**config.mk**
```make
export PLATFORM = sky130hd
export DESIGN_NAME = ballot_capture
export DESIGN_NICKNAME = d
export VERILOG_FILES = /design/src/rtl/ballot_pkg.sv /design/src/rtl/btn_debounce.sv /design/src/rtl/ballot_capture.sv
export SDC_FILE = /design/constraint.sdc
export NUM_CORES = 1
export LEC_CHECK = 0
export CORE_MARGIN = 10
export CORE_UTILIZATION = 51
export DETAILED_ROUTE_END_ITERATION = 12
export HOLD_SLACK_MARGIN = 0.08
export PLACE_DENSITY = 0.84
export SYNTH_ARGS = -nofsm -noshare
export SYNTH_HDL_FRONTEND = slang
export SYNTH_SLANG_ARGS = --single-unit
```
**constraint.sdc**
```tcl
create_clock -name clk -period 1.99 [get_ports clk]
set_clock_uncertainty 0.15 [all_clocks]
set_input_delay 0.398 -clock clk [delete_from_list [all_inputs] [get_ports clk]]
set_output_delay 0.398 -clock clk [all_outputs]
set_load 0.02 [all_outputs]
```
**src/rtl/ballot_pkg.sv**
```systemverilog
// Shared types and default sizing for the ballot capture front end.
package ballot_pkg;

  typedef enum logic [2:0] {
    ST_IDLE     = 3'd0,
    ST_ARMED    = 3'd1,
    ST_SELECTED = 3'd2,
    ST_COMMIT   = 3'd3,
    ST_LOCKED   = 3'd4
  } ballot_state_t;

  localparam int NUM_OPT_DEF      = 4;
  localparam int DEBOUNCE_CYC_DEF = 4;
  localparam int TIMEOUT_CYC_DEF  = 255;

  // True when exactly one bit of v is set.
  function automatic logic is_one_hot(input logic [31:0] v);
    return (v != 32'd0) && ((v & (v - 32'd1)) == 32'd0);
  endfunction

endpackage

```
**src/rtl/btn_debounce.sv**
```systemverilog
// One raw button: 2-FF synchroniser, stability counter, registered press pulse.
module btn_debounce #(
  parameter int DEBOUNCE_CYC = 4
) (
  input  logic clk,
  input  logic reset_n,
  input  logic raw,
  output logic level,
  output logic rise
);

  localparam int CW = $clog2(DEBOUNCE_CYC + 1);

  logic          sync1;
  logic          sync2;
  logic          level_d;
  logic [CW-1:0] cnt;

  // level flips on the DEBOUNCE_CYC-th consecutive synced sample that disagrees
  // with it; rise follows one cycle later from the delayed copy.
  always_ff @(posedge clk or negedge reset_n) begin
    if (!reset_n) begin
      sync1   <= 1'b0;
      sync2   <= 1'b0;
      level   <= 1'b0;
      level_d <= 1'b0;
      rise    <= 1'b0;
      cnt     <= '0;
    end else begin
      sync1   <= raw;
      sync2   <= sync1;
      level_d <= level;
      rise    <= level & ~level_d;
      if (sync2 != level) begin
        if (cnt == CW'(DEBOUNCE_CYC - 1)) begin
          level <= sync2;
          cnt   <= '0;
        end else begin
          cnt <= cnt + CW'(1);
        end
      end else begin
        cnt <= '0;
      end
    end
  end

endmodule

```
**src/rtl/ballot_capture.sv**
```systemverilog
// Voter session controller: debounced buttons in, one legal one-hot vote pulse out
// per officer-armed session.
module ballot_capture
  import ballot_pkg::*;
#(
  parameter int NUM_OPT      = NUM_OPT_DEF,
  parameter int DEBOUNCE_CYC = DEBOUNCE_CYC_DEF,
  parameter int TIMEOUT_CYC  = TIMEOUT_CYC_DEF
) (
  input  logic               clk,
  input  logic               reset_n,
  input  logic               session_en,
  input  logic [NUM_OPT-1:0] btn,
  input  logic               confirm_btn,
  input  logic               cancel_btn,
  output logic [NUM_OPT-1:0] vote_out,
  output logic               vote_valid,
  output logic [NUM_OPT-1:0] selection,
  output logic               booth_ready,
  output logic               timeout_err,
  output logic [7:0]         votes_cast,
  output logic [2:0]         state_dbg
);

  localparam int TW = $clog2(TIMEOUT_CYC + 1);

  logic [NUM_OPT-1:0] opt_rise;
  logic [NUM_OPT-1:0] opt_level;
  logic               confirm_rise, confirm_level;
  logic               cancel_rise, cancel_level;
  logic               unused_levels;

  for (genvar i = 0; i < NUM_OPT; i++) begin : g_opt
    btn_debounce #(.DEBOUNCE_CYC(DEBOUNCE_CYC)) u_db (
      .clk(clk), .reset_n(reset_n), .raw(btn[i]), .level(opt_level[i]), .rise(opt_rise[i])
    );
  end

  btn_debounce #(.DEBOUNCE_CYC(DEBOUNCE_CYC)) u_confirm (
    .clk(clk), .reset_n(reset_n), .raw(confirm_btn), .level(confirm_level), .rise(confirm_rise)
  );
  btn_debounce #(.DEBOUNCE_CYC(DEBOUNCE_CYC)) u_cancel (
    .clk(clk), .reset_n(reset_n), .raw(cancel_btn), .level(cancel_level), .rise(cancel_rise)
  );

  assign unused_levels = ^{opt_level, confirm_level, cancel_level};

  ballot_state_t      state_q, state_d;
  logic [NUM_OPT-1:0] sel_d, vote_d;
  logic               valid_d, tmo_err_d, ready_d, tick;
  logic [TW-1:0]      tmo_q, tmo_d;
  logic [7:0]         cast_d;

  assign state_dbg = state_q;

  // vote_valid is a single-cycle strobe with no back-pressure: it is high exactly
  // when vote_out carries a one-hot vote, and the consumer must take it that cycle.
  always_comb begin
    state_d   = state_q;
    sel_d     = selection;
    vote_d    = '0;
    valid_d   = 1'b0;
    tmo_err_d = 1'b0;
    tmo_d     = tmo_q;
    cast_d    = votes_cast;
    tick      = 1'b0;
    unique case (state_q)
      ST_IDLE: begin
        if (session_en) begin
          state_d = ST_ARMED;
          tmo_d   = '0;
        end
      end
      ST_ARMED, ST_SELECTED: begin
        if (!session_en) begin
          state_d = ST_IDLE;
          sel_d   = '0;
        end else if (opt_rise != '0) begin
          // Simultaneous presses are ambiguous, so they change nothing.
          if (is_one_hot(32'(opt_rise))) begin
            state_d = ST_SELECTED;
            sel_d   = opt_rise;
            tmo_d   = '0;
          end else begin
            tick = 1'b1;
          end
        end else if (state_q == ST_SELECTED && cancel_rise) begin
          state_d = ST_ARMED;
          sel_d   = '0;
          tmo_d   = '0;
        end else if (state_q == ST_SELECTED && confirm_rise) begin
          state_d = ST_COMMIT;
          tmo_d   = '0;
        end else begin
          tick = 1'b1;
        end
      end
      ST_COMMIT: begin
        vote_d  = selection;
        valid_d = 1'b1;
        sel_d   = '0;
        state_d = ST_LOCKED;
        if (votes_cast != 8'hff) cast_d = votes_cast + 8'd1;
      end
      ST_LOCKED: begin
        sel_d = '0;
        if (!session_en) state_d = ST_IDLE;
      end
      default: state_d = ST_IDLE;
    endcase

    if (tick) begin
      if (tmo_q == TW'(TIMEOUT_CYC - 1)) begin
        tmo_err_d = 1'b1;
        state_d   = ST_LOCKED;
        sel_d     = '0;
      end else begin
        tmo_d = tmo_q + TW'(1);
      end
    end

    ready_d = (state_d == ST_ARMED) || (state_d == ST_SELECTED);
  end

  always_ff @(posedge clk or negedge reset_n) begin
    if (!reset_n) begin
      state_q     <= ST_IDLE;
      selection   <= '0;
      vote_out    <= '0;
      vote_valid  <= 1'b0;
      timeout_err <= 1'b0;
      booth_ready <= 1'b0;
      votes_cast  <= '0;
      tmo_q       <= '0;
    end else begin
      state_q     <= state_d;
      selection   <= sel_d;
      vote_out    <= vote_d;
      vote_valid  <= valid_d;
      timeout_err <= tmo_err_d;
      booth_ready <= ready_d;
      votes_cast  <= cast_d;
      tmo_q       <= tmo_d;
    end
  end

endmodule

```
==> results of run 1 <==
-- cell type report --
| cell class | count | area share |
|---|---|---|
| clock inverter | 4 | 0.005431 |
| multi-input combinational | 172 | 0.3190 |
| sequential | 78 | 0.4725 |
| clock buffer | 12 | 0.03500 |
| inverter | 4 | 0.003621 |
| tap | 77 | 0.02323 |
| timing repair buffer | 64 | 0.1412 |
-- report_power, final --
group	switching, mW	internal, mW
clock network	0.550	0.481
registers	0.394	2.00
logic	1.29	1.28
total	2.23	3.77
-- layer usage --
layer  vias to the layer above  track usage
li1                       1072            -
met1                      1147       0.1488
met2                        75       0.2275
met3                        23      0.04670
met4                         0      0.07065
met5                         -            0
-- layout by cell type, fill, tap and decap left out, types with 9 or more instances in the layout --
| master | n |
|---|---|
| dfrtp_1 | 72 |
| buf_4 | 31 |
| nor2b_1 | 16 |
| clkbuf_8 | 10 |
| nand2_1 | 17 |
| ha_1 | 9 |
| clkdlybuf4s50_1 | 21 |
| nor2_1 | 12 |
| xnor2_1 | 11 |
| nor3b_1 | 11 |
-- metrics by stage --
stage / setup slack, ps / hold slack, ps
2_1_floorplan: 7.346 / -47.59
3_3_place_gp: -179.0 / 182.7
3_5_place_dp: -198.4 / 186.2
4_1_cts: -25.61 / 203.4
5_1_grt: -193.8 / 213.9
6_report: -94.15 / 200.7
-- synth_stat cells, drive strengths merged, types with 3 or more instances --
master | count | area share
o211ai | 7 | 0.016
nor2b | 16 | 0.031
nor3 | 4 | 0.0061
a211o | 3 | 0.0080
and3b | 3 | 0.0080
a21oi | 3 | 0.0046
dfrtp | 78 | 0.59
o21ai | 6 | 0.0092
and2 | 5 | 0.0095
nand2 | 17 | 0.019
mux2 | 7 | 0.024
inv | 4 | 0.0046
nand4 | 5 | 0.0095
ha | 9 | 0.034
nand3 | 4 | 0.0061
buf | 6 | 0.015
nor2 | 13 | 0.015
a21o | 3 | 0.0069
or3 | 4 | 0.0076
xnor2 | 11 | 0.029
nand2b | 4 | 0.0076
nor3b | 11 | 0.025
xor2 | 7 | 0.019
a22oi | 3 | 0.0069
-- worst min path at each step --
stage,cells past startpoint,startpoint,endpoint,slack [ps]
after floorplan,0,reset_n,booth_ready,-50
after global placement,0,u_cancel.sync1,u_cancel.sync2,180
after detailed placement,0,u_cancel.sync1,u_cancel.sync2,190
after CTS,0,u_cancel.sync1,u_cancel.sync2,200
after global routing,0,g_opt[1].u_db.sync1,g_opt[1].u_db.sync2,210
final,0,u_cancel.sync1,u_cancel.sync2,200
-- kinds of logic after synthesis --
| family | Yosys count | synth area share |
|---|---|---|
| and+or+nand+nor | 95 | 0.1747 |
| buffers and inverters | 12 | 0.02174 |
| AOI/OAI and AO/OA | 42 | 0.1022 |
| muxes | 7 | 0.02403 |
| DFF | 78 | 0.5950 |
| xor gates and xnor gates | 18 | 0.04805 |
| adders and majority gates | 9 | 0.03433 |
-- timing repair --
action	4_1_cts	5_1_grt
hold endpoints to repair	29	0
endpoints found under the setup margin	21	20
pin swaps	3	11
gates resized for setup	15	13
setup buffers	4	2
hold buffers	1	0
gates cloned	0	1
==> results.md, run 1 <==
- Worst path top cell family by delay: buffers and inverters
- Final hold violation count: 0
- Period utilization: 1.047
- Final #Nets: 347
- Register area share after synthesis: 0.5950
- Area of the multi-input gates: 0.001323 mm^2
- Per-cell routed wire length: roughly 16 um
- Routed wire length: 6.583 mm
- Vias: 2317
- Routability cong.: 0.8319
- Data required time at the worst endpoint: 2080 ps
- Leak: roughly 1.9 nW
- Largest registers: g_opt.u_db.cnt: 12 flops, tmo_q: 8 flops, votes_cast: 8 flops
- Synth unique cells: 45
- Reg clk slew, reported paths: 70 ps
- Die Y: 100.2 um
- DP Area: about 0.0038 mm^2
- Crit-path cells: buf_4 > buf_4 > nor4_4 > o41ai_2 > buf_4 > a2111oi_4 > buf_4 > nor2_1
- Final worst slack: -94.15 ps
- Final Max Tran Viols: 0
- Worst r2r path cells: 8
- Congestion Overflow GR: 0
- Antenna cells: 0
- Number of flip-flops in the largest register: 12
- Rel. slew slack: 0.6912
- Critical path endpoint category: flip-flop
- Placed insts: 387
- Peak VDD IR: around 760 uV
- Total CTS buffers: 9
- Row cnt: 29
- Layout cells sized above 1: 0.2275
- Yosys Warn Count: 0
- Top reg by flops: g_opt.u_db.cnt
- Initial DRC count: 109
- Met3 WL: slightly above 400 um
- CP endpoint: selection[3]
- Fmax: between 400 and 500 MHz
- Die X: 100.2 um
- Post-synth EDFFs: 0
- Vias in the first global route: 2356
- Syn_nets: 279
- Largest net degree at the start of global routing: 32
- Synth Cell Area: 0.003281 mm^2
- Vias/cell: 5.637
- HP Class: reg2reg
- Buf+Inv Stages, Crit Path: 4
- Worst reg2reg endpoint: selection[3]
- #FFs+latches synth: 78
- Die area: 0.01004 mm^2
- Final Util: 0.6568
- Met1 Wirelength: 2.662 mm
- Layout Cells excl Fill: just over 400
- GRT Util Overall: 0.1358
- Clock root buffer: clkbuf_8
- Most common cell on crit path: buf_4
- Crit path from: g_opt[2].u_db.rise
- Final ANT Viol Nets: 0
- Fillers: 470
- Remaining DRCs: 0
- Worst skew pair latency: 360 ps
- Slew @ Worst Pin: 458.2 ps
- H-Tree Depth: 3
- Violated checks: setup timing
- TNS Setup: -1026 ps
- Top-level I/O count: 31
- Port Buf Inserts: 30
- R2R Setup Slk: -90 ps
- Unrepaired setup endpoints after global routing: true
- Max layer used: met4
- Total power: 5.999 mW
- Critical Path Source Type: flip-flop
- Fin area: 0.004146 mm^2
- Synthesized instance count: 261
- CTS sink cnt: 78
- Main synth FF type: dfrtp_1
- Slowest-stage cell, CP: dfrtp_2
- HPWL Detailed: 4.299 mm
- CTS tree: done
- CP Depth: 8
- Area growth syn-to-layout: 26.39%
- Syn Area/Cell: 12.57 um^2
- Initial antenna violation count: 0
- Reg2reg start: g_opt[2].u_db.rise
- Critical path class: reg2reg
- Status: finished, violations left
- Initial Utilization: 0.5196
- Number of max-cap violations: 0
- Slowest stage delay, CP: 440 ps
- Worst Path Max Fanout: 7
- Tmin final: 2084 ps
- PwrDens: 1447 mW/mm^2
- FFs w/ async S/R, synth: 1.000
- Initial DRT Pass Iterations: 4
- Core Area: approximately 0.0063 mm^2
- Met2 routed WL: 3.297 mm
- Setup-failing EPs final: 15
- First-pass GRT wire length: 11.01 mm
- Crit path DAT: 2180 ps
- CTS Buffer Depth: 2
- Register area: 0.001959 mm^2
Note: power is estimated with default switching activity, not from simulation.
==> run 2: changes to the inputs <==
--- a/config.mk
+++ b/config.mk
@@ -7,6 +7,7 @@
 export LEC_CHECK = 0
 export CORE_MARGIN = 10
 export CORE_UTILIZATION = 51
+export CTS_CLUSTER_SIZE = 25
 export DETAILED_ROUTE_END_ITERATION = 12
 export HOLD_SLACK_MARGIN = 0.08
 export PLACE_DENSITY = 0.84
==> results of run 2 <==
No change in the layout: final DEF, timing and power equal those of run 1.
==> run 3: changes to the inputs <==
--- a/config.mk
+++ b/config.mk
@@ -5,12 +5,14 @@
 export SDC_FILE = /design/constraint.sdc
 export NUM_CORES = 1
 export LEC_CHECK = 0
+export CORE_ASPECT_RATIO = 1.1
 export CORE_MARGIN = 10
 export CORE_UTILIZATION = 51
 export CTS_CLUSTER_SIZE = 25
 export DETAILED_ROUTE_END_ITERATION = 12
 export HOLD_SLACK_MARGIN = 0.08
 export PLACE_DENSITY = 0.84
+export SLEW_MARGIN = 15
 export SYNTH_ARGS = -nofsm -noshare
 export SYNTH_HDL_FRONTEND = slang
 export SYNTH_SLANG_ARGS = --single-unit
==> run 3 against run 2 <==
- the flow still finishes with violations (setup timing)
- critical endpoint is now state_dbg[1]
- sequential share of layout area fell by 1.5 points
- clock power rose by 30%
- maximum frequency fell by 0.34%
- sequential power barely moved
- flip-flop and latch count did not move
- largest power group unchanged
==> results.md, run 3 (same netlist as run 1, synthesis figures left out) <==
- PwrDens: ~1500 mW/mm^2
- Vias/cell: ~5.5
- Critical path class: reg2reg
- Congestion Overflow GR: 0
- Worst r2r path cells: 7
- Die area: 0.01004 mm^2
- Crit-path cells: buf_6 > nor4_4 > o41ai_4 > buf_4 > a2111oi_4 > buf_6 > nor2b_1
- HPWL Detailed: approximately 4.3 mm
- Leak: 1.962 nW
- Peak VDD IR: 894.3 uV
- Worst Path Max Fanout: 7
- Final #Nets: 349
- Top-level I/O count: 31
- Vias in the first global route: 2271
- Hold Slack: 204.8 ps
- Final hold violation count: 0
- Total CTS buffers: 9
- Fmax: around 480 MHz
- Die Y: ~100 um
- Final worst slack: -101.3 ps
- Fillers: around 440
- Final Max Tran Viols: 0
- Area of the multi-input gates: 0.001365 mm^2
- Initial DRT Pass Iterations: 4
- Number of max-cap violations: 0
- Worst skew pair latency: 350 ps
- CTS tree: done
- Register area: 0.001958 mm^2
- Clock root buffer: clkbuf_8
- Largest net degree at the start of global routing: 51
- First-pass GRT wire length: about 11 mm
- Area growth syn-to-layout: 30.36%
- Die X: ~96 um
- Violated checks: setup timing
- Antenna cells: 0
- GRT Util Overall: 0.1310
- Slew @ Worst Pin: ~380 ps
- Crit path DAT: 2180 ps
- Reg clk slew, reported paths: 80 ps
- H-Tree Depth: 3
- Routed wire length: 6.552 mm
- Initial antenna violation count: 0
- Remaining DRCs: 0
- Unrepaired setup endpoints after global routing: true
- Routability cong.: 0.8575
- Data required time at the worst endpoint: approximately 2100 ps
- HP Class: reg2reg
- Largest registers: g_opt.u_db.cnt: 12 flops, tmo_q: 8 flops, votes_cast: 8 flops
- Setup-failing EPs final: 15
- Period utilization: 1.051
- Critical Path Source Type: flip-flop
- Initial Utilization: 0.5297
- Layout Cells excl Fill: 416
- Slowest-stage cell, CP: dfrtp_2
- Slowest stage delay, CP: 430 ps
- Critical path endpoint category: flip-flop
- Final ANT Viol Nets: 0
- Most common cell on crit path: buf_6
- Most frequent cells in the layout: dfrtp_1 (73), buf_4 (32), clkdlybuf4s50_1 (19)
- Row cnt: 30
- Port Buf Inserts: 30
- CTS sink cnt: 78
- Hold path depth: 0
- Most common cell after layout, fill and taps aside: dfrtp_1
- CTS Buffer Depth: 2
- Per-cell routed wire length: 15.75 um
- Initial DRC count: 135
- Placed insts: between 300 and 400
- Vias: 2295
- Number of flip-flops in the largest register: 12
- Rel. slew slack: 0.7454
- Layout cells sized above 1: 0.2589
- Status: finished, violations left
- Tmin final: 2091 ps
- Top reg by flops: g_opt.u_db.cnt
- Core Area: approximately 0.0062 mm^2
==> run 3: cell types whose count changed in the layout (fill, tap and decap cells not counted), sizes merged <==
cell	before	now
clkbuf	12	10
clkinv	3	0
buf	34	37
a211o	4	3
inv	4	6
clkinvlp	1	2
dlygate4sd2	5	6
dlymetal6s2s	3	4
clkdlybuf4s50	21	19
bufinv	0	2
==> run 3: stage by stage <==
stage	utilization	power (mW)	area, um^2	worst slack, ps	setup TNS, ps
after floorplan	-	3.728	3282	7.346	0
after global placement	0.6259	4.591	3876	-169.5	-2037
after detailed placement	0.6259	4.694	3876	-226.8	-2908
after CTS	0.6687	6.124	4141	-80.52	-347.1
after global routing	0.6905	6.809	4277	-223.5	-2440
final	0.6905	6.389	4277	-101.3	-994.9
==> run 3: final timing paths <==
kind | from | endpoint | slack (ps)
min reg2reg | u_cancel.sync1 | u_cancel.sync2 | 200
max | g_opt[2].u_db.rise | state_dbg[1] | -100
max reg2reg | g_opt[2].u_db.rise | state_dbg[1] | -100
max in group asynchronous | reset_n | state_dbg[1] | 930
min in group asynchronous | reset_n | u_confirm.cnt[1] | 240
min | u_cancel.sync1 | u_cancel.sync2 | 200
==> run 3: area by class of cell <==
cell class                      instances  share of cell area
Multi-Input combinational cell        171              0.3192
Clock buffer                           10             0.03218
Sequential cell                        78              0.4579
Tap cell                               80             0.02341
Clock inverter                          6             0.02165
Timing Repair Buffer                   67              0.1422
Inverter                                4            0.003511
==> run 3: timing repair <==
action / CTS / global route
gates resized for setup: 16 / 27
gates cloned: 0 / 0
setup endpoints to repair: 14 / 20
pin swaps: 0 / 10
hold buffers: 1 / 0
buffers inserted: 0 / 5
hold endpoints to repair: 78 / 0
==> run 3: where the power goes <==
| group | total [mW] | internal (mW) | leakage (nW) | switching, mW |
|---|---|---|---|---|
| Clock | 1.34 | 0.749 | 0.110 | 0.588 |
| Sequential | 2.38 | 2.00 | 1.00 | 0.375 |
| Combinational | 2.68 | 1.35 | 0.850 | 1.33 |
==> run 3: worst max-delay path: cells and delay by family (launching register included) <==
kind | cells | cell delay [ps]
flip-flops | 1 | 430
buffers and inverters | 3 | 520
AO/OA/AOI/OAI | 2 | 500
AND/OR/NAND/NOR | 2 | 370
==> run 3: per-layer routing <==
layer	vias up	GRT usage	part of all wire	routed length, um
met3	19	0.04332	0.054	352
met1	1133	0.1529	0.40	2651
li1	1078	-	-	-
met2	65	0.2133	0.52	3390
met5	-	0	0	0
met4	0	0.05094	0.024	158
